--- src/rtl/muldiv_seq.sv ---
`default_nettype none
// ============================================================================
//  Module   : muldiv_seq
//  Purpose  : Iterative multiply/divide sequencer that owns the HI/LO pair.
//             It runs a radix-2 shift-add multiply or a restoring divide,
//             serves MTHI/MTLO writes, and stalls the pipeline while busy.
//  Option   : MULDIV_FAST_MUL_EN - single-cycle multiplier for MULT/MULTU
//  Revision : 1.0  initial release
// ============================================================================
module muldiv_seq #(
  parameter int WIDTH = 32
) (
  input  logic             CLK,
  input  logic             RST_N,
  input  logic             START,
  input  logic [1:0]       OP,
  input  logic [WIDTH-1:0] SRC_A,
  input  logic [WIDTH-1:0] SRC_B,
  input  logic             MT_HI,
  input  logic             MT_LO,
  input  logic [WIDTH-1:0] MT_DATA,
  input  logic             RD_REQ,
  output logic [WIDTH-1:0] HI,
  output logic [WIDTH-1:0] LO,
  output logic             BUSY,
  output logic             STALL
);

  localparam int CNT_W = $clog2(WIDTH) + 1;

  typedef enum logic [1:0] {
    S_IDLE = 2'd0,
    S_CALC = 2'd1,
    S_FIX  = 2'd2
  } state_t;

  state_t                 r_state;
  state_t                 w_state_nxt;
  logic [CNT_W-1:0]       r_cnt;
  logic [2*WIDTH-1:0]     r_acc;      // {HI-half, LO-half}: {prod} or {rem, quo}
  logic [WIDTH-1:0]       r_opnd;     // multiplicand magnitude or divisor magnitude
  logic [WIDTH-1:0]       r_a_raw;    // original dividend, returned on divide-by-zero
  logic                   r_is_div;
  logic                   r_neg_q;
  logic                   r_neg_r;
  logic                   r_b_zero;
  logic [WIDTH-1:0]       r_hi;
  logic [WIDTH-1:0]       r_lo;

  // Operand magnitudes; OP[0] marks signed ops, OP[1] marks divides
  logic [WIDTH-1:0]       w_mag_a;
  logic [WIDTH-1:0]       w_mag_b;
  assign w_mag_a = (OP[0] && SRC_A[WIDTH-1]) ? (-SRC_A) : SRC_A;
  assign w_mag_b = (OP[0] && SRC_B[WIDTH-1]) ? (-SRC_B) : SRC_B;

  // Multiply step: conditional add into upper half, keep the carry, shift right
  logic [WIDTH:0]         w_mul_sum;
  logic [2*WIDTH-1:0]     w_mul_nxt;
  assign w_mul_sum = {1'b0, r_acc[2*WIDTH-1:WIDTH]} + (r_acc[0] ? {1'b0, r_opnd} : '0);
  assign w_mul_nxt = {w_mul_sum, r_acc[WIDTH-1:1]};

  // Divide step: the shifted remainder needs one extra bit before the trial subtract
  logic [WIDTH:0]         w_rem_sh;
  logic                   w_no_borrow;
  logic [WIDTH-1:0]       w_diff;
  logic [2*WIDTH-1:0]     w_div_nxt;
  assign w_rem_sh    = r_acc[2*WIDTH-1:WIDTH-1];
  assign w_no_borrow = (w_rem_sh >= {1'b0, r_opnd});
  assign w_diff      = w_rem_sh[WIDTH-1:0] - r_opnd;
  assign w_div_nxt   = w_no_borrow ? {w_diff, r_acc[WIDTH-2:0], 1'b1}
                                   : {r_acc[2*WIDTH-2:0], 1'b0};

`ifdef MULDIV_FAST_MUL_EN
  logic [2*WIDTH-1:0]     w_fast_prod;
  assign w_fast_prod = {{WIDTH{1'b0}}, w_mag_a} * {{WIDTH{1'b0}}, w_mag_b};
`endif

  // Sign correction and result selection used at the FIX writeback
  logic [2*WIDTH-1:0]     w_prod;
  logic [WIDTH-1:0]       w_fix_hi;
  logic [WIDTH-1:0]       w_fix_lo;
  assign w_prod = r_neg_q ? (-r_acc) : r_acc;

  // Pick the value written to HI/LO when the operation completes
  always_comb begin
    w_fix_hi = w_prod[2*WIDTH-1:WIDTH];
    w_fix_lo = w_prod[WIDTH-1:0];
    if (r_is_div) begin
      if (r_b_zero) begin
        w_fix_hi = r_a_raw;
        w_fix_lo = '1;
      end else begin
        w_fix_hi = r_neg_r ? (-r_acc[2*WIDTH-1:WIDTH]) : r_acc[2*WIDTH-1:WIDTH];
        w_fix_lo = r_neg_q ? (-r_acc[WIDTH-1:0])       : r_acc[WIDTH-1:0];
      end
    end
  end

  // State register
  always_ff @(posedge CLK) begin
    if (!RST_N) r_state <= S_IDLE;
    else        r_state <= w_state_nxt;
  end

  // Next-state decode
  always_comb begin
    w_state_nxt = r_state;
    case (r_state)
      S_IDLE: begin
        if (START) begin
`ifdef MULDIV_FAST_MUL_EN
          w_state_nxt = OP[1] ? S_CALC : S_FIX;
`else
          w_state_nxt = S_CALC;
`endif
        end
      end
      S_CALC:  if (r_cnt == CNT_W'(WIDTH - 1)) w_state_nxt = S_FIX;
      S_FIX:   w_state_nxt = S_IDLE;
      default: w_state_nxt = S_IDLE;
    endcase
  end

  // Datapath: command latch, loop iteration, writeback and MT writes
  always_ff @(posedge CLK) begin
    if (!RST_N) begin
      r_hi     <= '0;
      r_lo     <= '0;
      r_acc    <= '0;
      r_cnt    <= '0;
      r_opnd   <= '0;
      r_a_raw  <= '0;
      r_is_div <= 1'b0;
      r_neg_q  <= 1'b0;
      r_neg_r  <= 1'b0;
      r_b_zero <= 1'b0;
    end else begin
      case (r_state)
        S_IDLE: begin
          if (START) begin
            r_is_div <= OP[1];
            r_neg_q  <= OP[0] & (SRC_A[WIDTH-1] ^ SRC_B[WIDTH-1]);
            r_neg_r  <= OP[0] & SRC_A[WIDTH-1];
            r_a_raw  <= SRC_A;
            r_b_zero <= (SRC_B == '0);
            r_cnt    <= '0;
            // The multiplier rides in the cleared lower half and shifts out as
            // product bits shift in; the dividend does the same for the quotient.
            r_acc    <= OP[1] ? {{WIDTH{1'b0}}, w_mag_a} : {{WIDTH{1'b0}}, w_mag_b};
            r_opnd   <= OP[1] ? w_mag_b : w_mag_a;
`ifdef MULDIV_FAST_MUL_EN
            if (!OP[1]) r_acc <= w_fast_prod;
`endif
          end else begin
            if (MT_HI) r_hi <= MT_DATA;
            if (MT_LO) r_lo <= MT_DATA;
          end
        end
        S_CALC: begin
          r_acc <= r_is_div ? w_div_nxt : w_mul_nxt;
          r_cnt <= r_cnt + CNT_W'(1);
        end
        S_FIX: begin
          r_hi <= w_fix_hi;
          r_lo <= w_fix_lo;
        end
        default: ;
      endcase
    end
  end

  assign HI    = r_hi;
  assign LO    = r_lo;
  assign BUSY  = (r_state != S_IDLE);
  assign STALL = BUSY & (START | MT_HI | MT_LO | RD_REQ);

endmodule
`default_nettype wire
--- config.mk ---
export PLATFORM = sky130hd
export DESIGN_NAME = muldiv_seq
export DESIGN_NICKNAME = d
export VERILOG_FILES = /design/src/rtl/muldiv_seq.sv
export SDC_FILE = /design/constraint.sdc
export NUM_CORES = 1
export LEC_CHECK = 0
export ABC_CLOCK_PERIOD_IN_PS = 4400
export CORE_AREA = 5 5 157 196
export CTS_CLUSTER_DIAMETER = 200
export DETAILED_ROUTE_END_ITERATION = 12
export DIE_AREA = 0 0 162 201
export PLACE_DENSITY = 0.9
export SLEW_MARGIN = 10
export SYNTH_ARGS = -nofsm -noshare
export SYNTH_HDL_FRONTEND = slang
export SYNTH_SLANG_ARGS = --single-unit
export TNS_END_PERCENT = 1
--- constraint.sdc ---
create_clock -name CLK -period 4.4 [get_ports CLK]
set_input_delay 0.44 -clock CLK [delete_from_list [all_inputs] [get_ports CLK]]
set_output_delay 0.44 -clock CLK [all_outputs]
set_load 0.05 [all_outputs]
==> run metrics <==
Max stage delay cell, worst path sky130_fd_sc_hd__a311oi_1; Worst setup EP type flip-flop; xor and xnor area share after synthesis 10.1%; setup fix buffers added after clock tree synthesis 0; CP Launch Type flip-flop; Hold Vio Cnt, Final 0; power per standard cell area 314 mW/mm^2; class of the tightest hold or removal check input port to flip-flop; detail-routed via count per cell 6.87; share of synthesized area spent on multiplexers 4.65%; clock latency on the worst-skew pair 560 ps; slew at the pin closest to its max-slew limit 1050 ps; most instantiated flip-flop cell in the synthesis netlist sky130_fd_sc_hd__dfxtp_1; total number of yosys warnings 0; Layout Skew 17.7 ps; fraction of registers with async set/reset 0%; number of antenna violations at the first check in global routing 0; Boundary Pins 170; Die Wd 162 um; worst reg2reg path startpoint r_acc[0]; die boundary height 201 um; Multi-input gate area 0.0117 sq mm; overall via count from detail_route 18600; simple-gate area share of the yosys netlist 20.5%; worst path bufs/invs 2; post-cts repair resize count 0; CTS sink cnt 204; Final Slew Violations 0; most frequent cells in the layout 295 x sky130_fd_sc_hd__nand2_1, 231 x sky130_fd_sc_hd__a21oi_1, 202 x sky130_fd_sc_hd__dfxtp_1; total power consumption of the routed design 6.08 mW; post-synthesis sequential element count 204; hold path startpoint OP[1]; DRT antenna net count 0; post-synthesis instance area 0.0167 sq mm; worst-case setup slack after placement 712 ps; Initial Utilization 57.7%; crit path time final 3770 ps; Peak Freq 0.266 GHz; # rows 70; GPL Wtd Cong 1.16; area of all sequential standard cells 0.00409 sq mm; total of endpoints with negative setup slack in the final report 0; number of flops mapped to enable cells by yosys 0; worst IR drop on VDD 306 uV; CTS tree yes; synthesized-area fraction occupied by adder cells 5.42%; register area share after synthesis 24.5%; worst path arrival time 4170 ps; remaining global-route overflow 0; fill count 2547; Slew HR 29.7%; number of buffer cells added on primary ports 169; core region area 0.0289 sq mm; Post-Synthesis Net Count 2450; average wire per cell in the routed design 24.9 um; routed wire length 67.4 mm; gate count after technology mapping 2275; distinct cell type count after synthesis 76; maximum number of pins on one net before global-route repair 117; share of post-route cells with drive strength above 1 6.25%; Syn-to-layout area delta 16.2%; area of the die 0.0326 sq mm; Avg Synthesized Cell Area 7.33 sq um; crit-path max FO 25; violation count after the first detailed-route iteration 2326; vias in the first global route 17200; estimated wirelength of the detail-placed design 51.2 mm; worst setup path category flip-flop to flip-flop; outcome finished, final reports clean; minimum setup slack in the final design 634 ps; most common cell after layout, fill and taps aside sky130_fd_sc_hd__nand2_1; global-route total usage across every layer 39.1%; CTS buffer count 23; part of the cycle the worst path needs 85.6%; compound-cell area share of the yosys netlist 29.0%; setup repair after global routing missed its margin false; drt pass-1 iters 6; global-route wire length before repair 101 mm; DRC viols 0; number of hold buffers added after CTS 0; launching element of the worst setup path r_acc[0]; Setup Total Neg Slack 0 ps; delay of the slowest cell on the worst path 460 ps; max cap viols 0; number of buffers on the longest clock path 3; leakage power figure 7.26 nW; WP data required 4810 ps; main combinational cell family by area after synthesis compound AO/OA/AOI/OAI gates; nets 2509; level count of the clock H-tree 1; clock transition at the registers of the reported paths 60 ps; series of cell instances along the critical path inv_1 > buf_4 > nor2_1 > ha_1 > a21oi_1 > nand2_1 > o211ai_1 > a211oi_1 > a21o_1 > a311oi_1 > mux2_2 > o21ai_0 > a31oi_1; number of antenna cells inserted 0; CTS Root Cell sky130_fd_sc_hd__clkbuf_16; cell family with most CP delay compound AO/OA/AOI/OAI gates
==> flip-flops by register name, summed over array words and instances, names as in the netlist <==
signal / count
r_opnd: 32
r_neg_q: 1
r_a_raw: 32
r_state: 2
LO: 32
r_acc: 64
r_cnt: 6
r_b_zero: 1
HI: 32
r_neg_r: 1
r_is_div: 1
==> worst paths after layout <==
kind / endpoint / slack, ps / depth (start not counted)
hold / removal: r_acc[6] / 390 / 4
setup / recovery: r_acc[61] / 630 / 13
hold reg to reg: LO[0] / 450 / 2
setup reg to reg: r_acc[61] / 630 / 13
==> synth_stat cells (13+ instances only) <==
cell type / n / share of area, %
sky130_fd_sc_hd__xnor2_1: 122 / 6.4
sky130_fd_sc_hd__a221oi_1: 17 / 0.89
sky130_fd_sc_hd__buf_1: 23 / 0.52
sky130_fd_sc_hd__a311oi_1: 13 / 0.68
sky130_fd_sc_hd__dfxtp_1: 204 / 24
sky130_fd_sc_hd__nand4_1: 23 / 0.86
sky130_fd_sc_hd__mux2_2: 20 / 1.4
sky130_fd_sc_hd__a211oi_1: 51 / 2.3
sky130_fd_sc_hd__o21ai_0: 150 / 4.5
sky130_fd_sc_hd__nor2_1: 175 / 3.9
sky130_fd_sc_hd__a22oi_1: 14 / 0.63
sky130_fd_sc_hd__ha_1: 69 / 5.2
sky130_fd_sc_hd__mux2i_1: 55 / 3.3
sky130_fd_sc_hd__a31oi_1: 25 / 0.94
sky130_fd_sc_hd__nand2_1: 296 / 6.7
sky130_fd_sc_hd__clkbuf_1: 151 / 3.4
sky130_fd_sc_hd__nor3_1: 47 / 1.4
sky130_fd_sc_hd__o41ai_1: 15 / 0.79
sky130_fd_sc_hd__nand3_1: 44 / 1.3
sky130_fd_sc_hd__nor2b_1: 16 / 0.60
sky130_fd_sc_hd__nand2b_1: 22 / 0.83
sky130_fd_sc_hd__a21oi_1: 231 / 6.9
sky130_fd_sc_hd__or4_1: 20 / 0.90
sky130_fd_sc_hd__o221ai_1: 40 / 2.1
sky130_fd_sc_hd__or2_2: 14 / 0.53
sky130_fd_sc_hd__o211ai_1: 41 / 1.8
sky130_fd_sc_hd__o31ai_1: 31 / 1.4
sky130_fd_sc_hd__xor2_1: 71 / 3.7
sky130_fd_sc_hd__a21o_1: 37 / 1.7
sky130_fd_sc_hd__or3_1: 18 / 0.68
sky130_fd_sc_hd__inv_1: 59 / 1.3
sky130_fd_sc_hd__nor4_1: 17 / 0.64
==> cell families after synthesis <==
group | count (synthesis)
xor+xnor | 193
compound gates | 750
flops | 204
simple gates | 736
buf+inv | 246
fa+ha+maj | 71
mux | 75
==> cell type report <==
type                       instances  area share [%]
multi-input combinational       1825            60.3
sequential                       204            21.1
timing repair buffer             221            10.9
clock buffer                      32            3.45
tap                              360            2.32
inverter                          59            1.16
clock inverter                    10           0.788
==> metal layers <==
| layer | global-route usage, % | part of all wire [%] | vias up |
|---|---|---|---|
| met4 | 25.8 | 8.5 | 0 |
| met1 | 50.0 | 38 | 8705 |
| met3 | 6.04 | 10 | 299 |
| met2 | 61.0 | 44 | 1197 |
| met5 | 0 | 0 | - |
| li1 | - | - | 8424 |
==> tightest hold or removal path: stages <==
cell and delay (ps):
sky130_fd_sc_hd__buf_2 130, sky130_fd_sc_hd__a211oi_1 80, sky130_fd_sc_hd__a211oi_1 160, sky130_fd_sc_hd__a211oi_1 70
==> power breakdown <==
group | total, mW | internal [mW] | leakage, nW | switching, mW
clock | 2.12 | 1.25 | 0.399 | 0.874
sequential | 2.12 | 1.96 | 1.67 | 0.158
combinational | 1.84 | 0.686 | 5.19 | 1.15
total | 6.08 | 3.90 | 7.26 | 2.18
==> per-stage QoR <==
stage,utilization (%),instances,hold WS (ps),cell area (sq um)
after global placement,64.2,2669,439,18600
after global routing,67.0,2711,462,19400
after CTS,67.0,2711,397,19400
final,67.0,2711,391,19400
after floorplan,-,2275,432,16700
after detailed placement,64.2,2669,444,18600
Note: power is estimated with default switching activity, not from simulation.
